$ cat config.mk
export PLATFORM = sky130hd
export DESIGN_NAME = alu_op_sequencer
export DESIGN_NICKNAME = d
export VERILOG_FILES = /design/src/rtl/alu_op_sequencer.sv
export SDC_FILE = /design/constraint.sdc
export NUM_CORES = 1
export LEC_CHECK = 0
export CORE_MARGIN = 1
export CORE_UTILIZATION = 47
export DETAILED_ROUTE_END_ITERATION = 6
export PLACE_DENSITY = 0.84
export SLEW_MARGIN = 10
export SYNTH_ARGS = -nofsm -noshare
export SYNTH_HDL_FRONTEND = slang
export SYNTH_SLANG_ARGS = --single-unit
$ cat constraint.sdc
create_clock -name clk -period 2.57 [get_ports clk]
set_clock_uncertainty 0.05 [all_clocks]
set_input_delay 0.514 -clock clk [delete_from_list [all_inputs] [get_ports clk]]
set_output_delay 0.514 -clock clk [all_outputs]
set_load 0.02 [all_outputs]
$ cat src/rtl/alu_op_sequencer.sv
// Sequential front-end for the 6-bit mini ALU: loads fxn/A/B words, waits one
// settle cycle, captures the ALU result and offers it to a consumer.
module alu_op_sequencer #(
  parameter int WIDTH = 6,
  parameter int FXN_W = 3,
  parameter int CNT_W = 8
) (
  input  logic             clk,
  input  logic             reset_n,
  input  logic             in_valid,
  output logic             in_ready,
  input  logic [WIDTH-1:0] in_data,
  input  logic             flush,
  output logic [FXN_W-1:0] alu_fxn,
  output logic [WIDTH-1:0] alu_a,
  output logic [WIDTH-1:0] alu_b,
  input  logic [WIDTH-1:0] alu_out,
  input  logic             alu_oflow,
  input  logic             alu_cout,
  output logic             res_valid,
  input  logic             res_ready,
  output logic [WIDTH-1:0] res_data,
  output logic             res_oflow,
  output logic             res_cout,
  output logic [CNT_W-1:0] op_count,
  output logic [2:0]       state_dbg
);

  typedef enum logic [2:0] {
    LOAD_FXN = 3'd0,
    LOAD_A   = 3'd1,
    LOAD_B   = 3'd2,
    EXEC     = 3'd3,
    HOLD     = 3'd4
  } state_e;

  state_e           state_q, state_d;
  logic [FXN_W-1:0] fxn_q, fxn_d;
  logic [WIDTH-1:0] a_q, a_d;
  logic [WIDTH-1:0] b_q, b_d;
  logic [WIDTH-1:0] res_data_q, res_data_d;
  logic             res_oflow_q, res_oflow_d;
  logic             res_cout_q, res_cout_d;
  logic [CNT_W-1:0] op_count_q, op_count_d;

  // Handshakes: a transfer happens only on an edge where valid && ready are
  // both high; ready is decoded from state alone and never looks at valid.
  always_comb begin
    state_d     = state_q;
    fxn_d       = fxn_q;
    a_d         = a_q;
    b_d         = b_q;
    res_data_d  = res_data_q;
    res_oflow_d = res_oflow_q;
    res_cout_d  = res_cout_q;
    op_count_d  = op_count_q;
    in_ready    = 1'b0;
    res_valid   = 1'b0;

    case (state_q)
      LOAD_FXN: begin
        in_ready = 1'b1;
        if (in_valid) begin
          fxn_d   = in_data[FXN_W-1:0];
          state_d = LOAD_A;
        end
      end
      LOAD_A: begin
        in_ready = 1'b1;
        if (in_valid) begin
          a_d     = in_data;
          state_d = LOAD_B;
        end
      end
      LOAD_B: begin
        in_ready = 1'b1;
        if (in_valid) begin
          b_d     = in_data;
          state_d = EXEC;
        end
      end
      EXEC: begin
        // Operands have been stable for a full cycle; the ALU has settled.
        res_data_d  = alu_out;
        res_oflow_d = alu_oflow;
        res_cout_d  = alu_cout;
        state_d     = HOLD;
      end
      HOLD: begin
        res_valid = 1'b1;
        if (res_ready) begin
          if (op_count_q != {CNT_W{1'b1}}) op_count_d = op_count_q + CNT_W'(1);
          state_d = LOAD_FXN;
        end
      end
      default: state_d = LOAD_FXN;
    endcase

    // Abort wins over everything and leaves all datapath registers untouched.
    if (flush) begin
      state_d     = LOAD_FXN;
      fxn_d       = fxn_q;
      a_d         = a_q;
      b_d         = b_q;
      res_data_d  = res_data_q;
      res_oflow_d = res_oflow_q;
      res_cout_d  = res_cout_q;
      op_count_d  = op_count_q;
    end
  end

  always_ff @(posedge clk or negedge reset_n) begin
    if (!reset_n) begin
      state_q     <= LOAD_FXN;
      fxn_q       <= '0;
      a_q         <= '0;
      b_q         <= '0;
      res_data_q  <= '0;
      res_oflow_q <= 1'b0;
      res_cout_q  <= 1'b0;
      op_count_q  <= '0;
    end else begin
      state_q     <= state_d;
      fxn_q       <= fxn_d;
      a_q         <= a_d;
      b_q         <= b_d;
      res_data_q  <= res_data_d;
      res_oflow_q <= res_oflow_d;
      res_cout_q  <= res_cout_d;
      op_count_q  <= op_count_d;
    end
  end

  assign alu_fxn   = fxn_q;
  assign alu_a     = a_q;
  assign alu_b     = b_q;
  assign res_data  = res_data_q;
  assign res_oflow = res_oflow_q;
  assign res_cout  = res_cout_q;
  assign op_count  = op_count_q;
  assign state_dbg = state_q;

endmodule

==> summary.md <==
| Metric | Value |
|---|---|
| Launch point of the worst path | `state_dbg[2]$_DFFE_PN0P_` |
| Leakage dissipation | `0.0009233 uW` |
| Detail Placement HPWL | `2383 um` |
| Critical Path, Cell by Cell | `nor3b_1 -> clkdlybuf4s50_1` |
| Sum Neg Setup Slack | `0 ns` |
| Post-CTS setup buffer count | `0` |
| Mean instance size in the synthesized netlist | `13.65 um^2` |
| Type of the worst min-delay path | `reg -> reg` |
| Outcome | `finished with violations` |
| Setup crit start kind | `flip-flop` |
| Violated checks | `DRC` |
| Capture instance of the worst register-to-register path | `op_count[1]$_DFFE_PN0P_` |
| Number of nets in the layout | `189` |
| Capture point of the worst path | `res_valid` |
| Initial DRC Count | `19` |
| Gp weighted congestion | `0.8520` |
| Synth-to-Final Area Change | `43.12%` |
| End-of-flow core utilization | `0.7395` |
| Library cells used by synthesis | `29` |
| Number of setup violations in the final report | `0` |
| Final hold vios | `0` |
| HP Start | `alu_b[5]$_DFFE_PN0P_` |
| Starting density of the core | `0.5167` |
| Data arrival time at the worst-slack endpoint | `1.84 ns` |
| Die Area | `0.003364 mm^2` |
| Nature of the critical path endpoint | `output port` |
| Number of detailed-route iterations in the first pass | `7` |
| # resized after CTS | `0` |
| Share of final-layout standard cells stronger than drive strength 1 | `0.2412` |
| Register area share after synthesis | `0.5772` |
| Global-route usage over all layers | `0.2105` |
| Clock tree root driver cell | `sky130_fd_sc_hd__clkbuf_4` |
| Port buffer count | `54` |
| Maximum net fanout on the critical path | `9` |
| Worst Path Required | `2.01 ns` |
| Clock transition at path regs | `0.10 ns` |
| Synth warn | `0` |
| Clock tree from TritonCTS | `built` |
| Maximum clock rate | `0.4164 GHz` |
| Slew margin rel. | `0.7136` |
| Final Routed Wirelength | `3187 um` |
| Area of the core | `0.002853 mm^2` |
| Worst R2R Path Depth | `5` |
| Maximum vdd ir drop | `0.4608 mV` |
| Power density relative to cell area | `699.3 mW/mm^2` |
| Die X | `58 um` |
| Post-synthesis instance total | `108` |
| Antenna cells | `0` |
| CP max-delay cell | `sky130_fd_sc_hd__clkdlybuf4s50_1` |
| Grt total ovfl | `0` |
| Post-detailed-route wirelength per cell | `15.86 um` |
| R2r setup slk | `0.81 ns` |
| Quantity of hold-fixing buffers added after cts | `0` |
| Final Total Pwr | `1475 uW` |
| Clock period minus worst slack | `2.402 ns` |
| FP Rows | `19` |
| Number of synthesized register bits | `34` |
| Max Cap Violations | `0` |
| Wire length of the first global-routing pass | `5161 um` |
| Num CTS Buffers | `5` |
| Number of global-route vias before repair | `1098` |
| Vias per Instance | `5.438` |
| I/O Pins | `55` |
| Maximum number of pins on one net before global-route repair | `35` |
| Initial antenna violation count | `0` |
| Worst slew pin tran | `0.4296 ns` |
| Worst slack at placement | `0.3626 ns` |
| Commonest non-fill, non-tap cell in the layout | `sky130_fd_sc_hd__clkdlybuf4s50_1` |
| Final Cycle Share | `0.9345` |
| H-tree levels | `2` |
| Final antenna-violating net count | `0` |
| Kind of critical path | `reg -> out` |
| Detailed-route via count | `1093` |
| Clock Path Buffers | `2` |
| Die height | `58 um` |
| Post-Syn Nets | `128` |
| Number of DRC violations after detailed routing | `6` |
| Startpoint of the lowest-slack register-to-register path | `op_count[0]$_DFFE_PN0P_` |
| Final Max Slew Viols | `0` |
| Worst stage delay on the critical path | `0.66 ns` |
| Most frequent cells in the layout | `sky130_fd_sc_hd__clkdlybuf4s50_1 (54), sky130_fd_sc_hd__dfrtp_1 (34), sky130_fd_sc_hd__mux2_2 (25)` |
| Clock latency on the worst-skew pair | `0.33 ns` |
| Post-route setup slack | `0.1684 ns` |
| Setup repair after global routing missed its margin | `false` |
| Number of clock sinks seen by CTS | `34` |
| Mapped cell area | `0.001474 mm^2` |
==> kinds of logic after synthesis <==
group	Yosys count	share of synthesized area
flip-flops	34	0.5773
AND/OR/NAND/NOR	31	0.1392
multiplexers	28	0.2190
AO/OA/AOI/OAI	9	0.03481
buffers and inverters	4	0.01528
XOR/XNOR	1	0.005943
adder cells (fa/ha/maj)	1	0.008488
==> how the worst min path moves through the flow <==
stage,depth (start not counted),endpoint,slack (ns)
final,1,alu_b[5]$_DFFE_PN0P_,0.46
after global routing,1,alu_b[5]$_DFFE_PN0P_,0.48
after CTS,1,alu_a[4]$_DFFE_PN0P_,0.47
after detailed placement,1,alu_a[4]$_DFFE_PN0P_,0.44
after global placement,1,alu_b[3]$_DFFE_PN0P_,0.44
after floorplan,0,alu_a[0]$_DFFE_PN0P_,0.17
==> flip-flops by register name, summed over array words and instances, names as in the netlist <==
register,flops
res_oflow,1
op_count,8
alu_b,6
alu_fxn,3
alu_a,6
res_cout,1
state_dbg,3
res_data,6
==> cell type report <==
class / count / area [um^2]
Multi-Input combinational cell: 70 / 600.6
Sequential cell: 34 / 850.8
Timing Repair Buffer: 55 / 548.0
Tap cell: 31 / 38.79
Inverter: 3 / 11.26
Clock buffer: 7 / 55.05
Clock inverter: 1 / 5.005
Fill cell: 211 / 743.2
==> cells in the mapped netlist <==
library cell | number | area, um^2
sky130_fd_sc_hd__nor2b_4 | 1 | 13.76
sky130_fd_sc_hd__nor3b_1 | 3 | 22.52
sky130_fd_sc_hd__inv_1 | 2 | 7.510
sky130_fd_sc_hd__mux2_4 | 2 | 30.03
sky130_fd_sc_hd__nand4_1 | 1 | 6.260
sky130_fd_sc_hd__nand3b_1 | 1 | 7.510
sky130_fd_sc_hd__nand3_1 | 4 | 20.02
sky130_fd_sc_hd__nor2b_1 | 1 | 6.260
sky130_fd_sc_hd__nand2_1 | 7 | 26.28
sky130_fd_sc_hd__mux2_1 | 1 | 11.26
sky130_fd_sc_hd__and4b_4 | 2 | 27.53
sky130_fd_sc_hd__dfrtp_1 | 34 | 850.8
sky130_fd_sc_hd__and3_1 | 2 | 12.51
sky130_fd_sc_hd__nor3b_4 | 1 | 18.77
sky130_fd_sc_hd__nor3_1 | 3 | 15.01
sky130_fd_sc_hd__nor2_1 | 2 | 7.510
sky130_fd_sc_hd__a31oi_1 | 1 | 6.260
sky130_fd_sc_hd__and4_1 | 1 | 8.760
sky130_fd_sc_hd__or3_1 | 1 | 6.260
sky130_fd_sc_hd__nor2_2 | 1 | 6.260
sky130_fd_sc_hd__a22oi_1 | 1 | 7.510
sky130_fd_sc_hd__o21ai_0 | 2 | 10.01
sky130_fd_sc_hd__a21oi_1 | 4 | 20.02
sky130_fd_sc_hd__ha_1 | 1 | 12.51
sky130_fd_sc_hd__inv_2 | 1 | 3.750
sky130_fd_sc_hd__xnor2_1 | 1 | 8.760
sky130_fd_sc_hd__o21a_1 | 1 | 7.510
sky130_fd_sc_hd__mux2_2 | 25 | 281.5
sky130_fd_sc_hd__buf_6 | 1 | 11.26
==> layer usage <==
metal	routed length [um]	track usage	part of all wire	up-vias
met5	0	0	0	-
met4	52	0.07823	0.016	0
met3	241	0.08036	0.076	6
met2	1583	0.3465	0.50	47
met1	1309	0.2515	0.41	529
li1	-	-	-	511
==> critical path, delay by kind of cell, from the launching register on <==
kind,cells,cell delay [ns]
buffers and inverters,1,0.66
AND/OR/NAND/NOR,1,0.29
flip-flops,1,0.55
==> stage by stage <==
step / cells / area (um^2) / hold slack [ns]
after floorplan: 108 / 1474 / 0.1684
after global placement: 193 / 2049 / 0.4381
after detailed placement: 193 / 2049 / 0.4430
after CTS: 201 / 2110 / 0.4667
after global routing: 201 / 2110 / 0.4758
final: 201 / 2110 / 0.4619
==> power breakdown <==
part	leakage (uW)	internal, uW	switching [uW]
Sequential	0.000442	632	55.9
Combinational	0.000446	265	218
Clock	0.0000353	132	173
Note: power is estimated with default switching activity, not from simulation.
